$ cat config.mk
export PLATFORM = sky130hd
export DESIGN_NAME = wave_channel_gen
export DESIGN_NICKNAME = d
export VERILOG_FILES = /design/src/rtl/wave_channel_gen.sv
export SDC_FILE = /design/constraint.sdc
export NUM_CORES = 1
export LEC_CHECK = 0
export ABC_CLOCK_PERIOD_IN_PS = 2700
export CAP_MARGIN = 20
export CORE_AREA = 3 3 159 161
export DETAILED_ROUTE_END_ITERATION = 10
export DIE_AREA = 0 0 162 164
export PLACE_DENSITY = 0.53
export SYNTH_ARGS = -nofsm -noshare
export SYNTH_HDL_FRONTEND = slang
export SYNTH_SLANG_ARGS = --single-unit
$ cat constraint.sdc
create_clock -name clk -period 2.7 [get_ports clk]
set_clock_uncertainty 0.2 [all_clocks]
set_input_delay 0.27 -clock clk [delete_from_list [all_inputs] [get_ports clk]]
set_output_delay 0.27 -clock clk [all_outputs]
set_load 0.05 [all_outputs]
$ cat src/rtl/wave_channel_gen.sv
// Wave-table sound channel: wave RAM, frequency timer, sample position, length counter, DAC gate, volume.
// Optional CH3_WAVE_BANK_EN: second RAM bank, bank_sel/dim64 inputs, widened pos for 64-sample playback.
module wave_channel_gen #(
    parameter int SAMPLE_W    = 4,
    parameter int NUM_SAMPLES = 32,
    parameter int FREQ_W      = 11,
    parameter int LEN_W       = 8,
    localparam int RAM_W      = 2 * SAMPLE_W,
    localparam int RAM_AW     = $clog2(NUM_SAMPLES / 2),
    localparam int POS_W      = $clog2(NUM_SAMPLES),
`ifdef CH3_WAVE_BANK_EN
    localparam int PW         = POS_W + 1
`else
    localparam int PW         = POS_W
`endif
) (
    input  logic                clk,
    input  logic                napu_reset,
    input  logic                tick,
    input  logic                len_tick,
    input  logic                trig,
    input  logic                len_en,
    input  logic                len_load,
    input  logic [LEN_W-1:0]    len_val,
    input  logic [FREQ_W-1:0]   freq,
    input  logic                dac_en,
    input  logic [1:0]          vol,
`ifdef CH3_WAVE_BANK_EN
    input  logic                bank_sel,
    input  logic                dim64,
`endif
    input  logic                ram_we,
    input  logic [RAM_AW-1:0]   ram_addr,
    input  logic [RAM_W-1:0]    ram_wdata,
    output logic [RAM_W-1:0]    ram_rdata,
    output logic                active,
    output logic [PW-1:0]       pos,
    output logic [SAMPLE_W-1:0] sample_out
);

    localparam int NUM_WORDS = NUM_SAMPLES / 2;
`ifdef CH3_WAVE_BANK_EN
    localparam int NUM_BANKS = 2;
`else
    localparam int NUM_BANKS = 1;
`endif
    localparam int DEPTH   = NUM_WORDS * NUM_BANKS;
    localparam int FULL_AW = $clog2(DEPTH);

    localparam logic [LEN_W:0]    LEN_FULL = {1'b1, {LEN_W{1'b0}}};
    localparam logic [LEN_W:0]    LEN_ONE  = (LEN_W + 1)'(1);
    localparam logic [FREQ_W-1:0] TMR_ONE  = FREQ_W'(1);
    localparam logic [PW-1:0]     POS_ONE  = PW'(1);

    logic [RAM_W-1:0]    wave_ram [DEPTH];
    logic [FREQ_W-1:0]   timer;
    logic [LEN_W:0]      len_cnt;
    logic [SAMPLE_W-1:0] sample_buf;
    logic [PW-1:0]       pos_next;
    logic [RAM_AW-1:0]   cpu_word;
    logic [FULL_AW-1:0]  cpu_addr;
    logic [FULL_AW-1:0]  play_addr;
    logic [RAM_W-1:0]    play_word;
    logic [SAMPLE_W-1:0] next_sample;
    logic [SAMPLE_W-1:0] shifted;
    logic                len_dec;
`ifdef CH3_WAVE_BANK_EN
    logic                play_bank;
`endif

    // Position after the next advance; without dim64 the top bit stays clear so playback wraps within one bank.
    always_comb begin
        pos_next = pos + POS_ONE;
`ifdef CH3_WAVE_BANK_EN
        if (!dim64) pos_next[PW-1] = 1'b0;
`endif
    end

    assign cpu_word = active ? pos[POS_W-1:1] : ram_addr;

`ifdef CH3_WAVE_BANK_EN
    assign play_addr = {play_bank ^ pos_next[POS_W], pos_next[POS_W-1:1]};
    assign cpu_addr  = {~bank_sel, cpu_word};
`else
    assign play_addr = pos_next[POS_W-1:1];
    assign cpu_addr  = cpu_word;
`endif

    assign play_word   = wave_ram[play_addr];
    assign next_sample = pos_next[0] ? play_word[SAMPLE_W-1:0] : play_word[RAM_W-1:SAMPLE_W];
    assign ram_rdata   = wave_ram[cpu_addr];

    always_ff @(posedge clk) begin
        if (ram_we) wave_ram[cpu_addr] <= ram_wdata;
    end

    assign len_dec = len_tick && len_en && (len_cnt != '0);

    always_ff @(posedge clk or negedge napu_reset) begin
        if (!napu_reset) begin
            active     <= 1'b0;
            pos        <= '0;
            timer      <= '0;
            len_cnt    <= '0;
            sample_buf <= '0;
`ifdef CH3_WAVE_BANK_EN
            play_bank  <= 1'b0;
`endif
        end else begin
            // Length counter: load beats trigger reload, trigger suppresses the same-edge decrement.
            if (len_load) begin
                len_cnt <= LEN_FULL - {1'b0, len_val};
            end else if (trig) begin
                if (len_cnt == '0) len_cnt <= LEN_FULL;
            end else if (len_dec) begin
                len_cnt <= len_cnt - LEN_ONE;
            end

            if (trig) begin
                if (dac_en) begin
                    timer <= freq;
                    pos   <= '0;
`ifdef CH3_WAVE_BANK_EN
                    play_bank <= bank_sel;
`endif
                end
            end else if (tick && active) begin
                if (&timer) begin
                    timer      <= freq;
                    pos        <= pos_next;
                    sample_buf <= next_sample;
                end else begin
                    timer <= timer + TMR_ONE;
                end
            end

            if (!dac_en) begin
                active <= 1'b0;
            end else if (trig) begin
                active <= 1'b1;
            end else if (len_dec && !len_load && (len_cnt == LEN_ONE)) begin
                active <= 1'b0;
            end
        end
    end

    always_comb begin
        case (vol)
            2'd1:    shifted = sample_buf;
            2'd2:    shifted = sample_buf >> 1;
            2'd3:    shifted = sample_buf >> 2;
            default: shifted = '0;
        endcase
        sample_out = active ? shifted : '0;
    end

endmodule

# Word-level counts from Yosys, hierarchy flattened
# Memories as Yosys holds them, arrays and structs flattened.
# Cells that the tools add are included.
# word_totals
register_bits	30
ram_bits	128
in_bits	42
memories	1
# classes
n_addsub	4
eq_ne	7
n_mux	21
bitwise	1
reduce_logical	16
# mem_list
memory	depth	word_bits	rd	rd_clocked_by_memory_dff	write_ports	line	source
wave_ram	16	8	2	0	1	55	logic [RAM_W-1:0] wave_ram [DEPTH];
# ops
op	count
$mux W11	4
$mux W9	4
$mux W5	4
$reduce_and A13 Y1	1
$mux W4	3
$pmux W4 S3	1
$add A11 B1 Y11 const B	1
$reduce_and A11 Y1	1
$eq A9 B1 Y1 const B	1
$logic_not A9 Y1	1
$reduce_bool A9 Y1	1
$sub A9 B1 Y9 const B	1
$sub A9 B8 Y9 const A	1
$add A5 B1 Y5 const B	1
$logic_and A1 B1 Y1	5
$mux W1	5
$eq A2 B2 Y1 const B	2
$reduce_and A2 Y1	2
$reduce_bool A2 Y1	2
$ne A3 B1 Y1 const B	1
$ne A3 B2 Y1 const B	1
$reduce_and A3 Y1	1
$reduce_bool A3 Y1	1
$eq A2 B1 Y1 const B	1
3 further kinds	3

# Depth between registers and ports, before layout
# logic_depth
word_depth	7
mapped_depth	10

# Worst setup path before layout
# Ideal clock, no wire load.
# synth_path
path_kind	register to output
start	register active
end	output ram_rdata[1]
arrival_ps	2789
required_ps	2230
path_slack_ps	-559
stages_incl_launch_ff	7
n_path_buf	2
cell_sequence	dfrtp_1 mux2i_2 buf_6 clkbuf_8 mux4_2 nand2_1 a31oi_1
# synth_between
elab_chain_cells	2
# synth_rtl
element	line	source
start: declaration	36	output logic active,
start signal: assignment	101	active <= 1'b0;
start signal: assignment	138	active <= 1'b0;
start signal: assignment	140	active <= 1'b1;
$mux W4	79	assign cpu_word = active ? pos[POS_W-1:1] : ram_addr;
$mem_v2 Z16 W8	n/a	
end: declaration	35	output logic [RAM_W-1:0] ram_rdata,
# No other way between the ends.

# Worst setup path in the final report
# layout_path
start	register active
end	output ram_rdata[0]
# Same word-level chain as after synthesis.

==> flow_summary.json <==
{
  "status": "finished with violations",
  "violations": "negative setup slack",
  "final_nets": 828,
  "worst_ep_arrival_time_ns": 2.53,
  "fillCellCount": 2168,
  "gp_congestion": 0.839,
  "synth_area_sq_mm": 0.00839,
  "antenna_found_initial": 0,
  "die_x_um": 162,
  "worst-r2r-setup-slack_ns": 0.06,
  "setup_viol": 8,
  "max_cap_violations": 0,
  "fin_cells": 1117,
  "vias_per_cell": 5.58,
  "start_util": 0.348,
  "synth_cell_types": 63,
  "hold_viol_final": 0,
  "slowest_delay_ns": 0.50,
  "place_inst": 1065,
  "final_common_cell": "edfxtp_1",
  "io_buffers": 59,
  "final_cell_mix": "edfxtp_1 (128), buf_4 (92), nand2_1 (56)",
  "clk_latency_ns": 0.43,
  "ys.flop_type": "edfxtp_1",
  "synthArstFlopShare": 0.190,
  "dp_hpwl_mm": 17.0,
  "dieArea_sq_mm": 0.0266,
  "grt_max_degree": 31,
  "tns_ns": -2.30,
  "fin_util": 0.457,
  "p_per_area_mw_per_mm2": 690,
  "irDropWorstVdd_mv": 0.380,
  "yosysWarnings": 0,
  "slew_viol_final": 0,
  "crit_path_frequent_cell": "buf_6",
  "drt_iter0_markers": 646,
  "clock_sinks": 158,
  "wl_per_cell_um": 22.1,
  "antennaDiodeCount": 0,
  "area_delta_synth_final_pct": 31.1,
  "netlist_instances": 632,
  "core_sq_mm": 0.0241,
  "grt-ovfl-total": 0,
  "tritoncts": "built",
  "setup_ws_ns": -0.304,
  "synthTopCellsByArea": "edfxtp_1 (46%), dfrtp_1 (8.9%), mux4_2 (8.9%), mux4_1 (5.6%), nand2_1 (2.8%)",
  "io_pins": 60,
  "die_y_um": 164,
  "cts.htree.levels": 4,
  "rsz0062_at_grt": "true",
  "yosysTopAreaCell": "edfxtp_1",
  "synth_seq_cells": 158,
  "relSlewSlack": 0.444,
  "ys_seq_area_frac": 0.547,
  "core.rowCount": 57,
  "required_ns": 2.23,
  "leakagePower_nw": 3.95,
  "cts.clk_slew.worst_paths_ns": 0.07,
  "timing.fmax_ghz": 0.333,
  "period_share": 1.11,
  "cts_root_buf": "clkbuf_16",
  "grt_pass1_vias": 6261,
  "avgSynthCellArea_sq_um": 13.3,
  "ctsHoldBuffers": 0,
  "drive_above_1_share": 0.328,
  "via_count": 6232,
  "clock_path_buffers": 2,
  "syn-num-nets": 680,
  "cts_buffers": 17,
  "hp-class": "in -> async",
  "dr.pass1.iters": 5,
  "drc": 0,
  "path_max_fanout": 8,
  "critPathSlowestCell": "mux4_2",
  "path_class": "reg -> out",
  "synth.top_cell.area_share": 0.458,
  "endpoint_kind": "output port",
  "totalWireLength_mm": 24.7,
  "crit_path_start_kind": "flop",
  "worst_pin_slew_ns": 0.823,
  "synth_edf_count": 128,
  "grt_pass1_wl_mm": 37.1,
  "worstPathCellList": "mux2i_4 -> buf_12 -> buf_6 -> mux4_2 -> a211oi_2 -> buf_4 -> a31oi_4 -> buf_6",
  "period_needed_ns": 3.00,
  "grtUsageTotal": 0.186,
  "final_antenna_net_count": 0
}
state kept, by name, summed over array words and instances (netlist names):
signal      count
pos             5
sample_buf      4
active          1
len_cnt         9
wave_ram      128
timer          11
worst max-delay path, delay by kind of cell, from the launching register on:
kind	cells	cell delay, ns
buf+inv	4	0.64
compound gates	2	0.26
flops	1	0.40
mux	2	0.82
final cells by class:
type                       instances  area (sq um)  share of cell area
multi-input combinational        423          3710               0.337
clock buffer                      17           425              0.0387
timing repair buffer             170          1660               0.151
inverter                          10          37.5             0.00341
sequential                       158          4600               0.418
clock inverter                    15           164              0.0149
tap                              324           405              0.0368
per-stage QoR:
| stage | cell area (sq um) | total power [mW] | hold slack, ns | worst slack (ns) |
|---|---|---|---|---|
| 6_report | 11000 | 7.60 | 0.0515 | -0.304 |
| 5_1_grt | 11000 | 7.93 | 0.0927 | -0.396 |
| 4_1_cts | 10900 | 7.48 | 0.0827 | -0.397 |
| 3_5_place_dp | 10000 | 4.96 | 0.289 | -0.285 |
| 3_3_place_gp | 10000 | 4.93 | 0.270 | -0.287 |
| 2_1_floorplan | 8530 | 4.18 | -0.226 | -0.0394 |
synth_stat cells (all sizes together) (4+ instances only):
cell type,number
clkbuf,18
o21ai,19
mux2i,23
a31oi,17
nor2b,10
a311oi,4
and2,10
a211oi,11
edfxtp,128
a21oi,29
nand3,29
mux4,51
inv,10
nor4,5
nor3,12
buf,23
nand2b,5
o31ai,4
nand4,8
nor2,51
mux2,4
ha,6
dfrtp,30
a22oi,5
or3,4
xnor2,7
and3,5
nand2,63
worst paths after layout:
| check | cells after the start | startpoint | endpoint |
|---|---|---|---|
| min reg2reg | 1 | len_cnt[7]$_DFFE_PN0P_ | len_cnt[7]$_DFFE_PN0P_ |
| max | 8 | active$_DFFE_PN0P_ | ram_rdata[0] |
| max in group asynchronous | 2 | napu_reset | pos[0]$_DFFE_PN0P_ |
| min | 2 | napu_reset | len_cnt[0]$_DFFE_PN0P_ |
| min in group clk | 3 | freq[1] | timer[1]$_DFFE_PN0P_ |
| max reg2reg | 8 | pos[1]$_DFFE_PN0P_ | sample_buf[3]$_DFFE_PN0P_ |
where the power goes:
part	total, mW	internal, mW	switching [mW]
registers	2.85	2.75	0.100
clock network	2.35	1.24	1.12
logic	2.39	1.17	1.22
metal layers:
| layer | share of wire | up-vias | GRT usage |
|---|---|---|---|
| met2 | 0.49 | 287 | 0.304 |
| met4 | 0.016 | 0 | 0.0523 |
| li1 | - | 2775 | - |
| met1 | 0.43 | 3144 | 0.248 |
| met3 | 0.069 | 26 | 0.0456 |
| met5 | 0 | - | 0 |
timing repair:
item	CTS	global route
gates cloned	3	2
resized for setup	47	23
setup endpoints to repair	8	10
buffers inserted	11	7
pin swaps	8	9
kinds of logic (layout without fill, tap and decap cells):
family,after synthesis,count (layout),synth area share
simple gates,216,216,0.126
mux,78,78,0.180
buf+inv,51,212,0.0377
fa+ha+maj,6,6,0.00894
flops,158,158,0.547
xor+xnor,10,10,0.0131
compound gates,113,113,0.0877
No activity file was read; power rests on OpenSTA's default activity.
